$ cat config.mk
export PLATFORM = sky130hd
export DESIGN_NAME = reg_bank_mch
export DESIGN_NICKNAME = d
export VERILOG_FILES = /design/src/rtl/reg_bank_pkg.sv /design/src/rtl/reg_event_ctr.sv /design/src/rtl/reg_bank_mch.sv
export SDC_FILE = /design/constraint.sdc
export NUM_CORES = 1
export LEC_CHECK = 0
export ABC_AREA = 1
export CAP_MARGIN = 20
export CORE_MARGIN = 1.5
export CORE_UTILIZATION = 55
export CTS_BUF_LIST = sky130_fd_sc_hd__clkbuf_8
export DETAILED_ROUTE_END_ITERATION = 8
export GPL_TIMING_DRIVEN = 0
export MAX_ROUTING_LAYER = met4
export PLACE_DENSITY = 0.77
export SLEW_MARGIN = 20
export SYNTH_ARGS = -nofsm -noshare
export SYNTH_HDL_FRONTEND = slang
export SYNTH_SLANG_ARGS = --single-unit
export TNS_END_PERCENT = 50
$ cat constraint.sdc
create_clock -name clk -period 3.95 [get_ports clk]
set_input_delay 0.79 -clock clk [delete_from_list [all_inputs] [get_ports clk]]
set_output_delay 0.79 -clock clk [all_outputs]
set_load 0.05 [all_outputs]
$ cat src/rtl/reg_bank_pkg.sv
// Shared constants and types for the multi-channel register bank.
// Register map offsets, CTRL bit positions and the access decode type.
package reg_bank_pkg;

    localparam int ADDR_CTRL         = 0;
    localparam int ADDR_INT_MASK     = 1;
    localparam int ADDR_INT_STATUS   = 2;
    localparam int ADDR_ID           = 3;
    localparam int ADDR_PKT_CNT_BASE = 4;

    localparam int CTRL_EN   = 0;
    localparam int CTRL_SCLR = 1;

    localparam logic [7:0] REG_BANK_ID = 8'hA5;

    typedef enum logic [1:0] {
        ACC_NONE,
        ACC_RD,
        ACC_WR,
        ACC_ERR
    } acc_t;

endpackage

$ cat src/rtl/reg_event_ctr.sv
// Saturating per-channel packet counter with clear-on-read.
// Precedence: soft clear, then clear-on-read (reloads with the
// coincident increment), then increment.
module reg_event_ctr #(
    parameter int W = 8
) (
    input  logic         clk,
    input  logic         rst,
    input  logic         i_inc,
    input  logic         i_clr_rd,
    input  logic         i_sclr,
    output logic [W-1:0] o_cnt
);

    logic [W-1:0] r_cnt;
    logic         w_sat;

    assign w_sat = &r_cnt;
    assign o_cnt = r_cnt;

    always_ff @(posedge clk or posedge rst) begin
        if (rst) begin
            r_cnt <= '0;
        end else if (i_sclr) begin
            r_cnt <= '0;
        end else if (i_clr_rd) begin
            r_cnt <= W'(i_inc);
        end else if (i_inc && !w_sat) begin
            r_cnt <= r_cnt + W'(1);
        end
    end

endmodule

$ cat src/rtl/reg_bank_mch.sv
// Register bank for NUM_CH receive channels: control, mask, W1C
// status, ID and clear-on-read packet counters, plus the interrupt.
module reg_bank_mch
    import reg_bank_pkg::*;
#(
    parameter int ADDR_W = 4,
    parameter int DATA_W = 8,
    parameter int NUM_CH = 4
) (
    input  logic              clk,
    input  logic              rst,
    input  logic [ADDR_W-1:0] addr,
    input  logic              wr,
    input  logic [DATA_W-1:0] wr_data,
    input  logic              rd,
    output logic [DATA_W-1:0] rd_data,
    output logic              rd_valid,
    output logic              acc_err,
    output logic              int_n,
    input  logic [NUM_CH-1:0] ch_event,
    output logic              cfg_enable,
    output logic [NUM_CH-1:0] cfg_mask
);

    localparam int AW1 = ADDR_W + 1;

    acc_t              w_acc;
    logic [AW1-1:0]    w_addr_x;
    logic              w_is_ctrl;
    logic              w_is_mask;
    logic              w_is_stat;
    logic              w_is_id;
    logic [NUM_CH-1:0] w_sel;
    logic              w_is_cnt;
    logic              w_writable;
    logic              w_mapped;
    logic              w_do_wr;
    logic              w_do_rd;
    logic              w_err;
    logic              w_sclr;
    logic [NUM_CH-1:0] w_w1c;
    logic [NUM_CH-1:0] w_ev;
    logic [NUM_CH-1:0] w_clr_rd;
    logic [DATA_W-1:0] w_rd_val;
    logic [DATA_W-1:0] w_cnt [NUM_CH];
    logic              w_unused_wdata;

    logic              r_en;
    logic [NUM_CH-1:0] r_mask;
    logic [NUM_CH-1:0] r_status;
    logic [DATA_W-1:0] r_rd_data;
    logic              r_rd_valid;
    logic              r_acc_err;
    logic              r_int_n;

    always_comb begin
        w_acc = ACC_NONE;
        case ({wr, rd})
            2'b11:   w_acc = ACC_ERR;
            2'b10:   w_acc = ACC_WR;
            2'b01:   w_acc = ACC_RD;
            default: w_acc = ACC_NONE;
        endcase
    end

    assign w_addr_x  = {1'b0, addr};
    assign w_is_ctrl = (addr == ADDR_W'(ADDR_CTRL));
    assign w_is_mask = (addr == ADDR_W'(ADDR_INT_MASK));
    assign w_is_stat = (addr == ADDR_W'(ADDR_INT_STATUS));
    assign w_is_id   = (addr == ADDR_W'(ADDR_ID));

    for (genvar c = 0; c < NUM_CH; c++) begin : g_sel
        assign w_sel[c] =
            (w_addr_x == AW1'(ADDR_PKT_CNT_BASE + c));
    end

    assign w_is_cnt   = |w_sel;
    assign w_writable = w_is_ctrl | w_is_mask | w_is_stat;
    assign w_mapped   = w_writable | w_is_id | w_is_cnt;

    assign w_do_wr = (w_acc == ACC_WR) && w_writable;
    assign w_do_rd = (w_acc == ACC_RD);
    assign w_err   = (w_acc == ACC_ERR)
                   | ((w_acc == ACC_WR) && !w_writable)
                   | ((w_acc == ACC_RD) && !w_mapped);

    assign w_sclr   = w_do_wr && w_is_ctrl && wr_data[CTRL_SCLR];
    assign w_w1c    = (w_do_wr && w_is_stat) ?
                      wr_data[NUM_CH-1:0] : '0;
    assign w_ev     = ch_event & {NUM_CH{r_en}};
    assign w_clr_rd = w_sel & {NUM_CH{w_do_rd}};

    assign w_unused_wdata = ^wr_data;

    for (genvar c = 0; c < NUM_CH; c++) begin : g_ctr
        reg_event_ctr #(
            .W (DATA_W)
        ) u_ctr (
            .clk      (clk),
            .rst      (rst),
            .i_inc    (w_ev[c]),
            .i_clr_rd (w_clr_rd[c]),
            .i_sclr   (w_sclr),
            .o_cnt    (w_cnt[c])
        );
    end

    // Unmapped addresses fall through to zero.
    always_comb begin
        w_rd_val = '0;
        unique case (1'b1)
            w_is_ctrl: w_rd_val = DATA_W'(r_en);
            w_is_mask: w_rd_val = DATA_W'(r_mask);
            w_is_stat: w_rd_val = DATA_W'(r_status);
            w_is_id:   w_rd_val = DATA_W'(REG_BANK_ID);
            w_is_cnt: begin
                for (int c = 0; c < NUM_CH; c++) begin
                    if (w_sel[c]) w_rd_val = w_cnt[c];
                end
            end
            default: ;
        endcase
    end

    always_ff @(posedge clk or posedge rst) begin
        if (rst) begin
            r_en       <= 1'b0;
            r_mask     <= '0;
            r_status   <= '0;
            r_rd_data  <= '0;
            r_rd_valid <= 1'b0;
            r_acc_err  <= 1'b0;
            r_int_n    <= 1'b1;
        end else begin
            r_rd_valid <= w_do_rd;
            r_acc_err  <= w_err;
            if (w_do_rd) r_rd_data <= w_rd_val;
            if (w_do_wr && w_is_ctrl) r_en <= wr_data[CTRL_EN];
            if (w_do_wr && w_is_mask)
                r_mask <= wr_data[NUM_CH-1:0];
            // A new event beats a coincident W1C of the same bit.
            if (w_sclr) r_status <= '0;
            else r_status <= (r_status & ~w_w1c) | w_ev;
            r_int_n <= ~(r_en & |(r_status & r_mask));
        end
    end

    assign rd_data    = r_rd_data;
    assign rd_valid   = r_rd_valid;
    assign acc_err    = r_acc_err;
    assign int_n      = r_int_n;
    assign cfg_enable = r_en;
    assign cfg_mask   = r_mask;

endmodule

==> run metrics <==
CTS sink count=52; Yosys warnings=0; area of the mapped netlist=3600 µm²; Post-synth EDFFs=0; post-CTS resize count=0; XOR/XNOR Fraction of Synth Area=0.0170; Post-Synth Adder-Cell Area=0.0139; Net Sw Frac=0.417; num rows=29; CTS tree=yes; final worst path period need=2500 ps; initial antenna violation count=0; layout cells sized above 1=0.0952; Synthesized Nets=553; Max-slew headroom=0.607; Worst Max-Slew Pin Slew=589 ps; crit start category=flip-flop; Post CTS Setup Buffer Count=0; Combinational Power Share=0.347; number of global-route vias before repair=3271; GRT overflow=0; GRT Total Usage=0.284; clk_lat worst skew=310 ps; final hold violations=0; Peak VDD IR=323 µV; crit-path cells=clkdlybuf4s50_1; dpl ws=1470 ps; Synth area leaders=dfrtp_1 35%, nand2_1 20%, nand3_1 10%; most numerous cell in the Yosys netlist=nand2_1; # H-tree levels=2; status=finished, final reports clean; first-pass GRT wire length=15800 µm; Mean Syn Cell Area=6.80 µm²; Die Width=83.9 µm; mux share of post-synthesis cell area=0; area of the die=7040 µm²; element type at the critical path end=primary output; RD Place Congestion=0.920; diode count=0; fillers=583; Area growth syn-to-layout=14.1%; FMAX=0.401 GHz; fin. max-slew vios=0; slack of the critical path=1450 ps; Max clock buf depth=2; drt initial violations=214; PD cells=440 nW/µm²; Tightest Hold Check Type=reg2reg; CP bufs+invs=1; pin count of the biggest net entering global routing=28; WS Path Type=reg2out; starting density of the core=0.567; Pleak=2.21 nW; DRC viols=0; DRT antenna net count=0; Die Ht=83.9 µm; Flop pwr share=0.466; Final period util=0.632; Num CTS Buffers=5; FFs w/ async S/R, synth=1.00; Max-Cap Viols=0; Synth Area in Compound Gates=0.0608; Crit path required time=3160 ps; DR vias=3487; internal power=1.05 mW; Core ar.=6350 µm²; highest-delay cell along the critical path=clkdlybuf4s50_1; clock root cell=clkbuf_8; sequential area share after synthesis=0.362; CP Data Arrival Time=1710 ps; # setup viols final=0; DRT Pass-1 Iters=5; top post-synthesis cells by count=188 x nand2_1, 73 x nand3_1, 64 x inv_1; Vias/cell=5.41; Final Skew=6.88 ps; post-layout net count=590; Top Ports=36; Clock transition at path regs=100 ps; largest family of logic cells by synthesized area=simple AND/OR/NAND/NOR gates; kind of cell adding the most delay to the critical path=buffers and inverters; quantity of hold-fixing buffers added after cts=0; DP Wirelength=7050 µm; Synth cell types=30; final wirelength=9220 µm; Simple-Gate Fraction of Synth Area=0.445; largest area contributor in the netlist=dfrtp_1; Syn Inst Count=529; Net Sw Power=754 µW; Clock Power Share=0.187; flops & latches, synth=52; Synth Flop Type=dfrtp_1; CP max stage delay=870 ps; post-synth top area share=0.355; Avg WL per Cell=14.3 µm; TNS Setup=0 ps; port bufs=29; CP Max Fanout=8; RSZ-0062 raised after global routing=false
## cells in the final DEF, fill, tap and decap left out, types with 2 or more instances in the layout
master	count
nand2_4	3
buf_6	5
or2_2	2
nor3_1	7
nor2_2	5
nand3_4	5
nand4_1	13
nor2_1	37
inv_1	64
xor2_1	7
o21bai_1	2
o21ai_1	4
clkdlybuf4s50_1	29
inv_4	4
nor2_4	5
inv_2	7
nand2_2	2
ha_1	4
dfrtp_1	51
nand2_1	188
nor2_8	2
nand3_1	73
clkbuf_2	2
clkbuf_8	7
a21oi_1	14
o21ai_0	18
## layer usage
metal,routed length (µm),GRT usage
met1,4320,0.397
met2,4320,0.447
met3,489,0.0356
met4,86,0.0566
met5,0,-
## power by group through the flow
stage / clock network, mW / registers, mW / logic [mW]
final: 0.339 / 0.842 / 0.627
after global routing: 0.362 / 0.864 / 0.716
after CTS: 0.341 / 0.837 / 0.628
after detailed placement: 0 / 0.847 / 0.624
after global placement: 0 / 0.845 / 0.601
after floorplan: 0 / 0.844 / 0.431
## area by class of cell
type | instances | area [µm²] | share of cell area
clock buffer | 7 | 96.3 | 0.0235
clock inverter | 1 | 3.75 | 0.000914
buffer | 9 | 78.8 | 0.0192
timing repair buffer | 30 | 310 | 0.0756
inverter | 74 | 288 | 0.0701
tap | 77 | 96.3 | 0.0235
multi-input combinational | 394 | 1930 | 0.470
sequential | 52 | 1300 | 0.317
## cell families (layout without fill, tap and decap cells)
family | after synthesis | count (layout)
buf+inv | 83 | 121
simple gates | 342 | 342
compound gates | 41 | 41
flops | 52 | 52
xor+xnor | 7 | 7
fa+ha+maj | 4 | 4
## through the flow
step	cells	power [mW]	utilization	hold slack (ps)	cell area [µm²]
6_report	644	1.81	0.647	486	4110
4_1_cts	644	1.81	0.647	489	4110
2_1_floorplan	529	1.27	-	493	3600
3_3_place_gp	635	1.45	0.628	463	3990
5_1_grt	644	1.94	0.647	500	4110
3_5_place_dp	636	1.47	0.631	466	4010
## sequential cells by signal, summed over array words and instances (netlist names)
signal and cells:
r_status 4, acc_err 1, cfg_enable 1, cfg_mask 4, rd_valid 1, g_ctr.u_ctr.o_cnt 32, int_n 1, rd_data 8
## path summary, 6_finish.rpt
| path | start | to | depth (start not counted) | slack, ps |
|---|---|---|---|---|
| setup / recovery | cfg_enable$_DFFE_PP0P_ | cfg_enable | 1 | 1450 |
| hold / removal | rd_data[6]$_DFFE_PP0P_ | rd_data[6]$_DFFE_PP0P_ | 2 | 490 |
| setup reg to reg | g_ctr[0].u_ctr.o_cnt[0]$_DFFE_PP0P_ | g_ctr[0].u_ctr.o_cnt[0]$_DFFE_PP0P_ | 8 | 2170 |
| hold reg to reg | rd_data[6]$_DFFE_PP0P_ | rd_data[6]$_DFFE_PP0P_ | 2 | 490 |
| max in group asynchronous | rst | g_ctr[3].u_ctr.o_cnt[0]$_DFFE_PP0P_ | 3 | 2550 |
| min in group asynchronous | rst | g_ctr[1].u_ctr.o_cnt[6]$_DFFE_PP0P_ | 2 | 860 |
## worst reg2reg max path, cell delays in order, from the launching register on
cell and delay [ps]:
dfrtp_1 460, ha_1 290, nand3_1 150, inv_1 110
nand2_2 90, nand2_1 290, nand3_4 150, nand3_1 110
nand2_1 50
(Power assumes the default switching activity.)
